## config.mk

```make
export PLATFORM = sky130hd
export DESIGN_NAME = maindec_seq
export DESIGN_NICKNAME = d
export VERILOG_FILES = /design/src/rtl/legv8_pkg.sv /design/src/rtl/maindec_core.sv /design/src/rtl/maindec_seq.sv
export SDC_FILE = /design/constraint.sdc
export NUM_CORES = 1
export LEC_CHECK = 0
export CAP_MARGIN = 20
export CORE_MARGIN = 4
export CORE_UTILIZATION = 47
export DETAILED_ROUTE_END_ITERATION = 16
export PLACE_DENSITY = 0.9
export RECOVER_POWER = 50
export SYNTH_ARGS = -nofsm -noshare
export SYNTH_HDL_FRONTEND = slang
export SYNTH_SLANG_ARGS = --single-unit
```

## constraint.sdc

```tcl
create_clock -name clk -period 2.7 [get_ports clk]
set_input_delay 0.405 -clock clk [delete_from_list [all_inputs] [get_ports clk]]
set_output_delay 0.405 -clock clk [all_outputs]
set_load 0.01 [all_outputs]
```

## src/rtl/legv8_pkg.sv

```systemverilog
// Shared LEGv8 decode definitions: opcode patterns, exception causes,
// the registered control bundle and the exception FSM state type.
package legv8_pkg;

    localparam logic [10:0] OP_LDUR = 11'b11111000010;
    localparam logic [10:0] OP_STUR = 11'b11111000000;
    localparam logic [10:0] OP_CBZ  = 11'b10110100???;
    localparam logic [10:0] OP_CBNZ = 11'b10110101???;
    localparam logic [10:0] OP_ADD  = 11'b10001011000;
    localparam logic [10:0] OP_SUB  = 11'b11001011000;
    localparam logic [10:0] OP_AND  = 11'b10001010000;
    localparam logic [10:0] OP_ORR  = 11'b10101010000;
    localparam logic [10:0] OP_ADDI = 11'b1001000100?;
    localparam logic [10:0] OP_SUBI = 11'b1101000100?;
    localparam logic [10:0] OP_ERET = 11'b11010110100;
    localparam logic [10:0] OP_MRS  = 11'b11010101001;

    localparam logic [3:0] ESR_ILLEGAL  = 4'h1;
    localparam logic [3:0] ESR_IRQ_BASE = 4'h8;
    localparam logic [3:0] ESR_DFAULT   = 4'hF;

    typedef struct packed {
        logic       Reg2Loc;
        logic [1:0] ALUSrc;
        logic       MemtoReg;
        logic       RegWrite;
        logic       MemRead;
        logic       MemWrite;
        logic       Branch;
        logic [1:0] ALUOp;
        logic       ERet;
        logic       NotAnInstr;
    } ctrl_t;

    localparam ctrl_t CTRL_NOP = '0;

    typedef enum logic [1:0] {
        EXC_RUN     = 2'd0,
        EXC_HANDLER = 2'd1,
        EXC_FAULT   = 2'd2
    } exc_state_t;

endpackage

```

## src/rtl/maindec_core.sv

```systemverilog
// Combinational opcode-to-control decoder with a legality flag; ADDI/SUBI
// decode only when HAS_IMM is set.
module maindec_core
    import legv8_pkg::*;
#(
    parameter int OP_W    = 11,
    parameter bit HAS_IMM = 1'b1
) (
    input  logic [OP_W-1:0] Op,
    output ctrl_t           o_ctrl,
    output logic            o_legal,
    output logic            o_isEret
);

    always_comb begin
        o_ctrl   = CTRL_NOP;
        o_legal  = 1'b1;
        o_isEret = 1'b0;
        casez (Op)
            OP_LDUR: begin
                o_ctrl.ALUSrc   = 2'b01;
                o_ctrl.MemtoReg = 1'b1;
                o_ctrl.RegWrite = 1'b1;
                o_ctrl.MemRead  = 1'b1;
            end
            OP_STUR: begin
                o_ctrl.Reg2Loc  = 1'b1;
                o_ctrl.ALUSrc   = 2'b01;
                o_ctrl.MemWrite = 1'b1;
            end
            OP_CBZ, OP_CBNZ: begin
                o_ctrl.Reg2Loc = 1'b1;
                o_ctrl.Branch  = 1'b1;
                o_ctrl.ALUOp   = 2'b01;
            end
            OP_ADD, OP_SUB, OP_AND, OP_ORR: begin
                o_ctrl.RegWrite = 1'b1;
                o_ctrl.ALUOp    = 2'b10;
            end
            OP_ADDI, OP_SUBI: begin
                if (HAS_IMM) begin
                    o_ctrl.ALUSrc   = 2'b01;
                    o_ctrl.RegWrite = 1'b1;
                    o_ctrl.ALUOp    = 2'b10;
                end else begin
                    o_legal = 1'b0;
                end
            end
            OP_ERET: begin
                o_ctrl.Branch = 1'b1;
                o_ctrl.ALUOp  = 2'b01;
                o_ctrl.ERet   = 1'b1;
                o_isEret      = 1'b1;
            end
            OP_MRS: begin
                o_ctrl.Reg2Loc  = 1'b1;
                o_ctrl.ALUSrc   = 2'b10;
                o_ctrl.RegWrite = 1'b1;
                o_ctrl.ALUOp    = 2'b01;
            end
            default: o_legal = 1'b0;
        endcase
    end

endmodule

```

## src/rtl/maindec_seq.sv

```systemverilog
// Registered, exception-aware LEGv8 main decoder: one-cycle decode latency,
// stall hold, and a RUN/HANDLER/FAULT exception machine feeding the exception unit.
module maindec_seq
    import legv8_pkg::*;
#(
    parameter int OP_W    = 11,
    parameter int NUM_IRQ = 4,
    parameter bit HAS_IMM = 1'b1,
    parameter int CNT_W   = 8
) (
    input  logic               clk,
    input  logic               reset,
    input  logic [OP_W-1:0]    Op,
    input  logic               instr_valid,
    input  logic               stall,
    input  logic [NUM_IRQ-1:0] irq,
    output logic               Reg2Loc,
    output logic               MemtoReg,
    output logic               RegWrite,
    output logic               MemRead,
    output logic               MemWrite,
    output logic               Branch,
    output logic               ERet,
    output logic               NotAnInstr,
    output logic [1:0]         ALUOp,
    output logic [1:0]         ALUSrc,
    output logic               Exc,
    output logic [3:0]         ESR,
    output logic               in_handler,
    output logic               fault,
    output logic [CNT_W-1:0]   exc_count
);

    if (OP_W != 11) begin : g_badOpW
        $error("maindec_seq: OP_W must be 11");
    end
    if (NUM_IRQ < 1 || NUM_IRQ > 8) begin : g_badNumIrq
        $error("maindec_seq: NUM_IRQ must be 1..8");
    end

    exc_state_t       r_state;
    exc_state_t       w_stateNext;
    ctrl_t            r_ctrl;
    ctrl_t            w_ctrlNext;
    ctrl_t            w_dec;
    logic             w_legal;
    logic             w_isEret;
    logic             r_exc;
    logic             w_excNext;
    logic [3:0]       r_esr;
    logic [3:0]       w_esrNext;
    logic             r_fault;
    logic             w_faultNext;
    logic [CNT_W-1:0] r_count;
    logic [2:0]       w_irqIdx;
    logic             w_irqAny;

    maindec_core #(
        .OP_W    (OP_W),
        .HAS_IMM (HAS_IMM)
    ) u_core (
        .Op       (Op),
        .o_ctrl   (w_dec),
        .o_legal  (w_legal),
        .o_isEret (w_isEret)
    );

    // Scan downward so the lowest asserted line wins.
    always_comb begin
        w_irqIdx = 3'd0;
        w_irqAny = 1'b0;
        for (int i = NUM_IRQ - 1; i >= 0; i--) begin
            if (irq[i]) begin
                w_irqIdx = 3'(i);
                w_irqAny = 1'b1;
            end
        end
    end

    always_comb begin
        w_stateNext = r_state;
        w_ctrlNext  = CTRL_NOP;
        w_excNext   = 1'b0;
        w_esrNext   = r_esr;
        w_faultNext = r_fault;
        case (r_state)
            EXC_RUN: begin
                if (instr_valid) begin
                    if (!w_legal || w_isEret) begin
                        w_ctrlNext.NotAnInstr = 1'b1;
                        w_excNext   = 1'b1;
                        w_esrNext   = ESR_ILLEGAL;
                        w_stateNext = EXC_HANDLER;
                    end else if (w_irqAny) begin
                        w_excNext   = 1'b1;
                        w_esrNext   = ESR_IRQ_BASE | {1'b0, w_irqIdx};
                        w_stateNext = EXC_HANDLER;
                    end else begin
                        w_ctrlNext = w_dec;
                    end
                end
            end
            EXC_HANDLER: begin
                // The slot right after entry is the faulting instruction's shadow;
                // squashing it also keeps Exc from firing on back-to-back cycles.
                if (instr_valid && !r_exc) begin
                    if (w_isEret) begin
                        w_ctrlNext  = w_dec;
                        w_stateNext = EXC_RUN;
                    end else if (!w_legal) begin
                        w_ctrlNext.NotAnInstr = 1'b1;
                        w_excNext   = 1'b1;
                        w_esrNext   = ESR_DFAULT;
                        w_faultNext = 1'b1;
                        w_stateNext = EXC_FAULT;
                    end else begin
                        w_ctrlNext = w_dec;
                    end
                end
            end
            EXC_FAULT: w_stateNext = EXC_FAULT;
            default:   w_stateNext = EXC_RUN;
        endcase
    end

    always_ff @(posedge clk) begin
        if (reset) begin
            r_state <= EXC_RUN;
            r_ctrl  <= CTRL_NOP;
            r_exc   <= 1'b0;
            r_esr   <= '0;
            r_fault <= 1'b0;
            r_count <= '0;
        end else if (stall) begin
            r_exc <= 1'b0;
        end else begin
            r_state <= w_stateNext;
            r_ctrl  <= w_ctrlNext;
            r_exc   <= w_excNext;
            r_esr   <= w_esrNext;
            r_fault <= w_faultNext;
            if (w_excNext && (r_count != {CNT_W{1'b1}})) begin
                r_count <= r_count + CNT_W'(1);
            end
        end
    end

    assign Reg2Loc    = r_ctrl.Reg2Loc;
    assign ALUSrc     = r_ctrl.ALUSrc;
    assign MemtoReg   = r_ctrl.MemtoReg;
    assign RegWrite   = r_ctrl.RegWrite;
    assign MemRead    = r_ctrl.MemRead;
    assign MemWrite   = r_ctrl.MemWrite;
    assign Branch     = r_ctrl.Branch;
    assign ALUOp      = r_ctrl.ALUOp;
    assign ERet       = r_ctrl.ERet;
    assign NotAnInstr = r_ctrl.NotAnInstr;
    assign Exc        = r_exc;
    assign ESR        = r_esr;
    assign in_handler = (r_state == EXC_HANDLER);
    assign fault      = r_fault;
    assign exc_count  = r_count;

endmodule
```

==> impl_metrics.toml <==
[clock_tree]
cts_sinks = 27
clk_latency_ns = 0.32
cts_tree = "done"
root_buffer = "clkbuf_4"
clk_path_buf_depth = 2
hold_buffers = 0
post_cts.repair.setup_buffers = 0
cts_buffers = 3
post_cts_resized = 0
htree_levels = 1
clk_pin_slew_ns = 0.15

[layout]
n_fill_cell = 245
final_nets = 272
syn_to_final_growth_pct = 42.90
final_layout_size_suffix_gt1_frac = 0.1793
diodes = 0

[sta]
setup-violations-final = 0
setup_ws_ns = 0.1416
fin_crit_ns = 2.558
tightest_slew_ns = 0.5244
maxSlewViolCount = 0
max_freq_mhz = 390.9
fin_skew_ns = 0.003614
relSlewSlack = 0.6493
finalHoldViolCount = 0
period_share = 0.9475
rsz0062_at_grt = "no"

[setup_path]
cp.arrival_ns = 2.80
startpoint = "Op[2]"
crit_path_top_delay_cell = "or4b_4"
path_cells = "clkdlybuf4s50_1 -> or4b_4 -> nor4_4 -> nor3b_4 -> a32oi_4 -> buf_4 -> nor4_1 -> a211oi_1"
required_ns = 2.94
worst-setup-path-type = "input pin to flop"
cp_max_fo = 13
cp-end-kind = "flop"
rr_startpoint = "r_state[0]"
critPathMaxStageDelay_ns = 0.59
startpoint_type = "input pin"
critical_path_buf_inv_count = 2
critPathTopFamily = "simple AND/OR/NAND/NOR gates"

[place]
portBuffers = 45
gp_congestion = 0.9019
dpl_worst_slack_ns = -0.1770
hpwl_mm = 3.458

[grt]
overflow = 0
track_usage = 0.2195
grt_max_degree = 17
antenna_found_initial = 0
grt_pass1_vias = 1732
grt_first_pass_wirelength_mm = 7.652

[power_and_ir_drop]
vdd_drop_max_v = 0.0002127
power_density_mw_per_mm2 = 333.2
total_power_mw = 0.7511
p_leak_nw = 0.8652

[route]
first_pass_iters = 4
drt-total-wl_mm = 4.402
drc_errors = 0
wl_per_cell_um = 14.92
via_per_inst = 5.671
drt_iter0_drc = 119
vias = 1673
antenna_left = 0

[synth]
synth_cells = 185
syn_nets = 205
synth_edf_count = 0
synth_warnings = 0
synth_top_area_frac = 0.3426
syn-mean-instance-area_um2 = 8.528
synth_top_cell_by_area = "dfxtp_1"
ys_seq_area_frac = 0.3426
synth.distinct_cells = 54
synth_area_leaders = "dfxtp_1 34%, a21oi_1 6.7%, nand2_1 4.3%"
async_flop_share = 0
synth_ff_type = "dfxtp_1"
syn_area_mm2 = 0.001578
ys_ff_latch = 27

[floorplanning]
fp-row-count = 20
dieWidth_um = 65.94
die-height_um = 65.94
core_area_mm2 = 0.003128
dieArea_mm2 = 0.004348
ios = 46
initial_utilization = 0.5044

[run]
maxCapViolCount = 0

[run_status]
outcome = "finished, final reports clean"

[worst_hold_path]
min_from = "fault"
hold_path.class = "flop to flop"
## metrics by stage
stage	setup TNS, ns	hold WS (ns)	std cells	cell area, µm²	util
2_1_floorplan	0	0.4675	185	1578	-
3_3_place_gp	-0.6206	0.4335	291	2225	0.7112
3_5_place_dp	-1.421	0.4424	291	2225	0.7112
4_1_cts	0	0.4629	295	2255	0.7208
5_1_grt	0	0.4817	295	2255	0.7208
6_report	0	0.4523	295	2255	0.7208
## worst register-to-register path: cells and delay by family (launching register included)
kind / cells / cell delay, ns
AND/OR/NAND/NOR: 3 / 0.93
AO/OA/AOI/OAI: 2 / 0.42
flip-flops: 1 / 0.40
buffers and inverters: 1 / 0.13
## sequential cells by signal, summed over array words and instances, names as in the netlist
register and cells:
exc_count 8, ESR 4, ALUOp 2, ALUSrc 2
r_state 2, Branch 1, ERet 1, Exc 1
MemWrite 1, MemtoReg 1, NotAnInstr 1, Reg2Loc 1
RegWrite 1, fault 1
## per-layer routing
metal  global-route usage  vias to the layer above  routed length [µm]
li1                     -                      825                   -
met3              0.04252                        6                 263
met4              0.06345                        0                  45
met2               0.3630                       72                2057
met1               0.2890                      770                2035
met5                    0                        -                   0
## cells in the mapped netlist (all sizes together), types with 3 or more instances
library cell,count
o21ai,12
a21oi,22
a211oi,5
nor2b,3
nor4,3
nor4bb,3
nor3,3
dfxtp,27
or4,7
and2,3
o31ai,6
nor2,13
nand2,18
inv,9
clkbuf,4
nor3b,6
nand4,4
buf,4
## cell type report
class	count	area, µm²	share of cell area
well taps	44	55.05	0.02442
clock inverters	1	7.507	0.003330
flip-flops and latches	27	540.5	0.2397
clock buffers	3	22.52	0.009989
repair buffers	70	638.1	0.2830
multi-input cells	141	957.2	0.4245
inverters	9	33.78	0.01498
## placed cells by master, fill, tap and decap left out, drive strengths merged, types with 2 or more instances in the layout
cell type	n
nor4bb	3
buf	25
dlygate4sd3	26
nor2	13
nand3b	2
or4	7
o31ai	6
and3	2
dfxtp	27
nand4	4
nor2b	3
o21ai	12
a211oi	5
nand2b	2
and2	3
nand3	2
nor3b	6
nand2	18
a21oi	22
nor4	3
inv	9
clkbuf	3
clkdlybuf4s50	19
a21o	2
nor3	3
mux2	2
a32oi	2
## power breakdown
part	switching (mW)	leakage [nW]	internal, mW
clock network	0.122	0.0139	0.0567
logic	0.0722	0.632	0.0820
registers	0.00790	0.219	0.410
## cell families (layout without fill, tap and decap cells)
kind of cell | count (synthesis) | after routing | share of synthesized area
mux | 3 | 3 | 0.02538
flops | 27 | 27 | 0.3426
fa+ha+maj | 1 | 1 | 0.007929
compound gates | 58 | 58 | 0.2490
simple gates | 79 | 79 | 0.3243
buf+inv | 17 | 83 | 0.05074
## worst paths after layout
check | endpoint | cells after the start | slack [ns]
setup / recovery | ESR[3] | 8 | 0.14
hold / removal | fault | 2 | 0.45
setup reg to reg | exc_count[2] | 6 | 0.75
hold reg to reg | fault | 2 | 0.45
Power figures use the tool's default switching activity.
